===== src/rtl/nco_pkg.sv =====
// Shared constants and the quarter-wave sine magnitude table for the NCO.
package nco_pkg;
  localparam int PHASE_W = 8;
  localparam int AMP_W   = 8;
  localparam logic [AMP_W-1:0] AMP_MID = 8'd128;

  // Q[k] = round(127*sin(2*pi*k/256)), k = 0..64
  function automatic logic [6:0] quarter_sine(input logic [6:0] k);
    logic [6:0] q;
    case (k)
      7'd0:  q = 7'd0;   7'd1:  q = 7'd3;   7'd2:  q = 7'd6;   7'd3:  q = 7'd9;
      7'd4:  q = 7'd12;  7'd5:  q = 7'd16;  7'd6:  q = 7'd19;  7'd7:  q = 7'd22;
      7'd8:  q = 7'd25;  7'd9:  q = 7'd28;  7'd10: q = 7'd31;  7'd11: q = 7'd34;
      7'd12: q = 7'd37;  7'd13: q = 7'd40;  7'd14: q = 7'd43;  7'd15: q = 7'd46;
      7'd16: q = 7'd49;  7'd17: q = 7'd51;  7'd18: q = 7'd54;  7'd19: q = 7'd57;
      7'd20: q = 7'd60;  7'd21: q = 7'd63;  7'd22: q = 7'd65;  7'd23: q = 7'd68;
      7'd24: q = 7'd71;  7'd25: q = 7'd73;  7'd26: q = 7'd76;  7'd27: q = 7'd78;
      7'd28: q = 7'd81;  7'd29: q = 7'd83;  7'd30: q = 7'd85;  7'd31: q = 7'd88;
      7'd32: q = 7'd90;  7'd33: q = 7'd92;  7'd34: q = 7'd94;  7'd35: q = 7'd96;
      7'd36: q = 7'd98;  7'd37: q = 7'd100; 7'd38: q = 7'd102; 7'd39: q = 7'd104;
      7'd40: q = 7'd106; 7'd41: q = 7'd107; 7'd42: q = 7'd109; 7'd43: q = 7'd111;
      7'd44: q = 7'd112; 7'd45: q = 7'd113; 7'd46: q = 7'd115; 7'd47: q = 7'd116;
      7'd48: q = 7'd117; 7'd49: q = 7'd118; 7'd50: q = 7'd120; 7'd51: q = 7'd121;
      7'd52: q = 7'd122; 7'd53: q = 7'd122; 7'd54: q = 7'd123; 7'd55: q = 7'd124;
      7'd56: q = 7'd125; 7'd57: q = 7'd125; 7'd58: q = 7'd126; 7'd59: q = 7'd126;
      7'd60: q = 7'd126; 7'd61: q = 7'd127; 7'd62: q = 7'd127; 7'd63: q = 7'd127;
      7'd64: q = 7'd127;
      default: q = 7'd0;
    endcase
    return q;
  endfunction
endpackage


===== src/rtl/sine_quarter_lut.sv =====
// Combinational full-wave sine from the quarter-wave table via symmetry folding.
module sine_quarter_lut
  import nco_pkg::*;
(
  input  logic [PHASE_W-1:0] i_phase,
  output logic [AMP_W-1:0]   o_amp
);
  logic [1:0] w_quad;
  logic [6:0] w_idx;
  logic [6:0] w_mag;

  assign w_quad = i_phase[7:6];
  // Odd quadrants read the table mirrored; the upper half-wave is negated.
  assign w_idx  = w_quad[0] ? (7'd64 - {1'b0, i_phase[5:0]}) : {1'b0, i_phase[5:0]};
  assign w_mag  = quarter_sine(w_idx);
  assign o_amp  = w_quad[1] ? (AMP_MID - {1'b0, w_mag}) : (AMP_MID + {1'b0, w_mag});
endmodule


===== src/rtl/nco_sine.sv =====
// Phase accumulator NCO with a registered sine amplitude that lags phase by one clock.
module nco_sine
  import nco_pkg::*;
#(
  parameter int ACC_W = 16
) (
  input  logic               clk,
  input  logic               reset,
  input  logic [ACC_W-1:0]   fcw,
  output logic [PHASE_W-1:0] phase,
  output logic [AMP_W-1:0]   amp
);
  logic [ACC_W-1:0] r_acc;
  logic [AMP_W-1:0] r_amp;
  logic [AMP_W-1:0] w_sin;

  assign phase = r_acc[ACC_W-1 -: PHASE_W];
  assign amp   = r_amp;

  sine_quarter_lut u_lut (
    .i_phase (phase),
    .o_amp   (w_sin)
  );

  // Stage boundary: accumulator and amplitude register update together.
  always_ff @(posedge clk or posedge reset) begin
    if (reset) begin
      r_acc <= '0;
      r_amp <= AMP_MID;
    end else begin
      r_acc <= r_acc + fcw;
      r_amp <= w_sin;
    end
  end
endmodule


===== config.mk =====
export PLATFORM = sky130hd
export DESIGN_NAME = nco_sine
export DESIGN_NICKNAME = d
export VERILOG_FILES = /design/src/rtl/nco_pkg.sv /design/src/rtl/sine_quarter_lut.sv /design/src/rtl/nco_sine.sv
export SDC_FILE = /design/constraint.sdc
export NUM_CORES = 1
export LEC_CHECK = 0
export ABC_AREA = 1
export ABC_CLOCK_PERIOD_IN_PS = 3600
export BUFFER_PORTS_ARGS = -buffer_cell sky130_fd_sc_hd__buf_2
export CAP_MARGIN = 20
export CORE_MARGIN = 1.5
export CORE_UTILIZATION = 40
export CTS_BUF_LIST = sky130_fd_sc_hd__clkbuf_8
export CTS_CLUSTER_SIZE = 12
export DETAILED_ROUTE_END_ITERATION = 10
export HOLD_SLACK_MARGIN = 0.06
export SLEW_MARGIN = 0
export SYNTH_ARGS = -nofsm -noshare
export SYNTH_HDL_FRONTEND = slang
export SYNTH_SLANG_ARGS = --single-unit

===== constraint.sdc =====
create_clock -name clk -period 3.6 [get_ports clk]
set_input_delay 0.72 -clock clk [delete_from_list [all_inputs] [get_ports clk]]
set_output_delay 0.72 -clock clk [all_outputs]
set_load 0.03 [all_outputs]

* Word-level counts from Yosys, hierarchy flattened
Memories as Yosys holds them, arrays and structs flattened.
Index checks and enable logic that the tools add are counted.
** Cells by class
- Add/subtract/negate cells :: 4
- Multiply operators :: 0
- Divide/modulo/power cells :: 0
- Magnitude comparators :: 0
- Equality and inequality tests :: 0
- Shift-type cells :: 0
- Multiplexer cells :: 2
- Bitwise gates (word level) :: 0
- Reduce and logical (&&, ||, !) cells :: 0
** Operator list (count)
- $add 16x16->16 :: 1
- $add 8x7->8 const A :: 1
- $mux 8 :: 1
- $sub 8x7->8 const A :: 1
- $mux 7 :: 1
- $sub 7x6->7 const A :: 1
** Storage, ports and cells
- Register bits after elaboration :: 24
- Bits in latches :: 0
- RAM bits :: 0
- ROM bits :: 896
- Bits of input ports :: 18
- Output and inout port bits :: 16
- Word-level logic and storage cells :: 9
- Memories :: 1
** Memories
- (no name shown) :: depth 128, width 7, rd ports 1, clocked after Yosys merged registers in 0, write ports 0, line nco_pkg.sv:10 : case (k)

* Depth between registers and ports, before layout
An unclocked memory read counts as a cell.
- Depth in word-level cells :: 5
- Mapped depth :: 23
- Mapped depth without buffers :: 22

* Hierarchy
A second synthesis with hierarchy kept.
** Second synthesis, totals
- Cell total of the unflattened synthesis :: 438
- Area total of the unflattened synthesis :: 2797.7 um^2
** By module, submodules not included
- nco_sine :: times used 1, cells an instance 209, area each 1594.0 um^2, seq. area each 601.8 um^2
- sine_quarter_lut :: times used 1, cells an instance 229, area each 1203.7 um^2, seq. area each 0.0 um^2

* Worst setup path before layout
Ideal clock, no wire load.
- Path kind :: register to register
- Start point :: register r_acc[8]
- End point :: register r_amp[6] (netlist: amp[6])
- Setup time :: 0.113 ns
- Arrival time :: 2.574 ns
- Data required time :: 3.487 ns
- Path slack :: 0.914 ns
- Stages on the path, launching flop included :: 20
- Buffers on the path :: 0
- Clock period less this slack :: 2.686 ns
- Cell sequence :: dfrtp_1 > inv_1 > ha_1 > nand2_1 > o21ai_1 > ha_1 > or2_1 > nand4_1 > nand2_1 > nor2_1 > nor2_1 > nor2_1 > ha_1 > inv_1 > a21oi_2 > nand3_1 > nand2_1 > nand2_1 > nand2_1 > inv_1
** On the way
- Word-level cells in the longest chain between the ends :: 5
- Elaborated cells between the ends (all ways) :: 6
- Those cells by class :: add/sub: 3; mux: 2; memory: 1
** Ends and longest elaborated chain
- from (decl) :: line nco_sine.sv:13 : logic [ACC_W-1:0] r_acc;
- from (signal assigned) :: line nco_sine.sv:31 : r_acc <= r_acc + fcw;
- $sub 7x6->7 :: line sine_quarter_lut.sv:14 : assign w_idx = w_quad[0] ? (7'd64 - {1'b0, i_phase[5:0]}) : {1'b0, i_phase[5:0]};
- $mux 7 (*) :: line sine_quarter_lut.sv:14
- $mem_v2 128x7 (*)
- $add 8x7->8 or $sub 8x7->8 (tied branches) :: line sine_quarter_lut.sv:16 : assign o_amp = w_quad[1] ? (AMP_MID - {1'b0, w_mag}) : (AMP_MID + {1'b0, w_mag});
- $mux 8 (*) :: line sine_quarter_lut.sv:16
- net u_lut.o_amp[6] :: line sine_quarter_lut.sv:6 : output logic [AMP_W-1:0] o_amp
- to (signal assigned) :: line nco_sine.sv:32 : r_amp <= w_sin;
- to (decl) :: line nco_sine.sv:14 : logic [AMP_W-1:0] r_amp;
The timed path passes the listed nets; every way through them passes the cells marked *.

* Worst setup path in the final report
Ends and elaborated chain as after synthesis.

==> impl_metrics.toml <==
[detailed_routing]
drc = 0
ant_nets = 0
drt_pass1_iterations = 4
routed-via-count = 2254
routed_via_density = 4.91
drt-total-wl_um = 5600
first_iter_violations = 157
wire_per_inst_um = 12.2

[worst_setup_path]
worstSetupStartpoint = "r_acc[8]"
r2r-end = "amp[6]"
crit_required_ps = 3770
crit_top_cell = "nand2_1"
crit_end = "amp[6]"
max_stage_delay_ps = 560
crit_arrival_ps = 3270
cp_slowest_cell = "dfrtp_1"
r2r_start = "r_acc[8]"
r2r_slack_ps = 500
cp-start-kind = "flip-flop"
path_cells = "inv_1, ha_1, nand2_1, o21ai_1, ha_1, or2_1, nand4_1, nand2_1, nor2_1, nor2_1, nor2_1, ha_1, inv_1, a21oi_2, nand3_1, nand2_1, nand2_1, nand2_1, inv_1"
cp-end-kind = "flip-flop"
reg2regPathDepth = 19
cp_max_fo = 10
criticalPathCategory = "flip-flop to flip-flop"

[logic_synthesis]
synth.distinct_cells = 34
synth_area_leaders = "dfrtp_1, nand2_1, ha_1"
synth_top_cell_area_share_pct = 23.7
synth_most_common_cell = "nand2_1"
synth_area_leader_cell = "dfrtp_1"
yosysWarnings = 0
syn_area_sq_um = 2430
synthTopCellsByCount = "nand2_1, nand3_1, inv_1"
synthFlopType = "dfrtp_1"
syn-instance-count = 359
yosysSeqAreaShare_pct = 24.8
synth_nets = 401
synth_area_per_cell_sq_um = 6.76
ys_seq_elements = 24
synth_edf_count = 0
async_flop_share_pct = 100

[grt]
grt_first_pass_wirelength_um = 9770
grt_pass1_vias = 2168
grt_use_total_pct = 18.8
antenna_found_initial = 0
grt_max_degree = 25
overflow = 0

[timing]
max_slew_margin_pct = 38.5
fin_crit_ps = 3100
hold_violations = 0
setup_viol = 0
drv_slew = 0
min_period_over_period_pct = 86.2
clock_skew_ps = 5.24
worst_pin_slew_ps = 921
max_clock_freq_mhz = 322
finalSetupTns_ps = 0
grt_setup_unrepaired = "false"

[clock_tree]
worstSkewPairLatency_ps = 270
numCtsBuffers = 3
htree_levels = 1
clock-sinks = 24
path_clk_slew_ps = 90
cts_setup_buffers = 0
cts_tree = "done"
cts.repair.resized = 0
postCtsHoldBufs = 0
clockRootBuffer = "clkbuf_8"
clockBufferDepth = 2

[cells_and_area]
regArea_sq_um = 602
area_delta_synth_final_pct = 8.71
drive_gt1_share_pct = 15.4
antenna_cells = 0
nets = 427
fillers = 654
multiInputGateArea_sq_um = 1560
final_util_pct = 44.8

[floorplanning]
rows = 28
core_area_sq_um = 5890
die_area_sq_um = 6540
ioPinCount = 34
die_h_um = 80.9
die_width_um = 80.9
initial_core_util_pct = 41.2

[status]
status = "finished, final reports clean"

[placement]
port_buffers = 33
place_congestion = 0.903
dp_hpwl_um = 4440

[min_path]
hp-class = "flip-flop to flip-flop"

[flow_run]
maxCapViolations = 0
per-stage QoR:
step	hold WS (ps)	cell area [sq um]	std cells	setup slack (ps)
2_1_floorplan	443	2430	359	914
3_3_place_gp	453	2580	455	638
3_5_place_dp	471	2580	455	524
4_1_cts	492	2640	459	501
5_1_grt	516	2640	459	154
6_report	482	2640	459	497
cell families (layout without fill, tap and decap cells):
kind of cell               count (synthesis)  in the layout  synth area share [%]
xor gates and xnor gates                  16             16                  5.77
adders and majority gates                 24             24                  12.7
DFF                                       24             24                  24.8
and+or+nand+nor                          198            198                  36.2
buffers and inverters                     54             79                  11.0
AOI/OAI and AO/OA                         43             43                  9.54
layout by cell type (no fill, tap or decap), drive strengths merged:
cell type	n
a21boi	1
a21oi	21
a31oi	1
and2	1
buf	35
clkbuf	4
dfrtp	23
dfstp	1
fa	1
ha	23
inv	40
nand2	110
nand3	46
nand3b	3
nand4	4
nor2	29
nor3	3
o211ai	1
o21ai	16
o22ai	1
o31ai	2
or2	2
xnor2	5
xor2	11
worst min path at each step:
stage | slack, ps | to | cells after the start | startpoint
final | 480 | r_acc[0] | 1 | r_acc[0]
after global placement | 450 | r_acc[0] | 1 | r_acc[0]
after CTS | 490 | r_acc[0] | 1 | r_acc[0]
after floorplan | 440 | r_acc[0] | 1 | r_acc[0]
after detailed placement | 470 | r_acc[0] | 1 | r_acc[0]
after global routing | 520 | r_acc[0] | 1 | r_acc[0]
layer usage:
metal	up-vias	wire, um	share of wire, %	GRT usage [%]
met5	-	0	0	0
met4	0	27	0.48	2.93
met3	2	187	3.3	2.70
met2	45	2780	50	33.4
met1	1000	2600	46	24.4
li1	1207	-	-	-
state kept, by name, summed over array words and instances, names as in the netlist:
signal and cells:
r_acc 16, amp 8
layout make-up:
class	instances	area share (%)
clock buffers	4	2.09
inverters	40	5.69
multi-input cells	281	59.0
flip-flops and latches	24	22.8
well taps	75	3.56
repair buffers	35	6.83
worst max-delay path: cells and delay by family, from the launching register on:
| kind | cells | cell delay, ps |
|---|---|---|
| flops | 1 | 560 |
| simple gates | 11 | 990 |
| fa+ha+maj | 3 | 800 |
| buf+inv | 3 | 300 |
| compound gates | 2 | 350 |
Power is not shown: default switching activity piles up to over one toggle a cycle in this logic, so the estimate is an artifact.
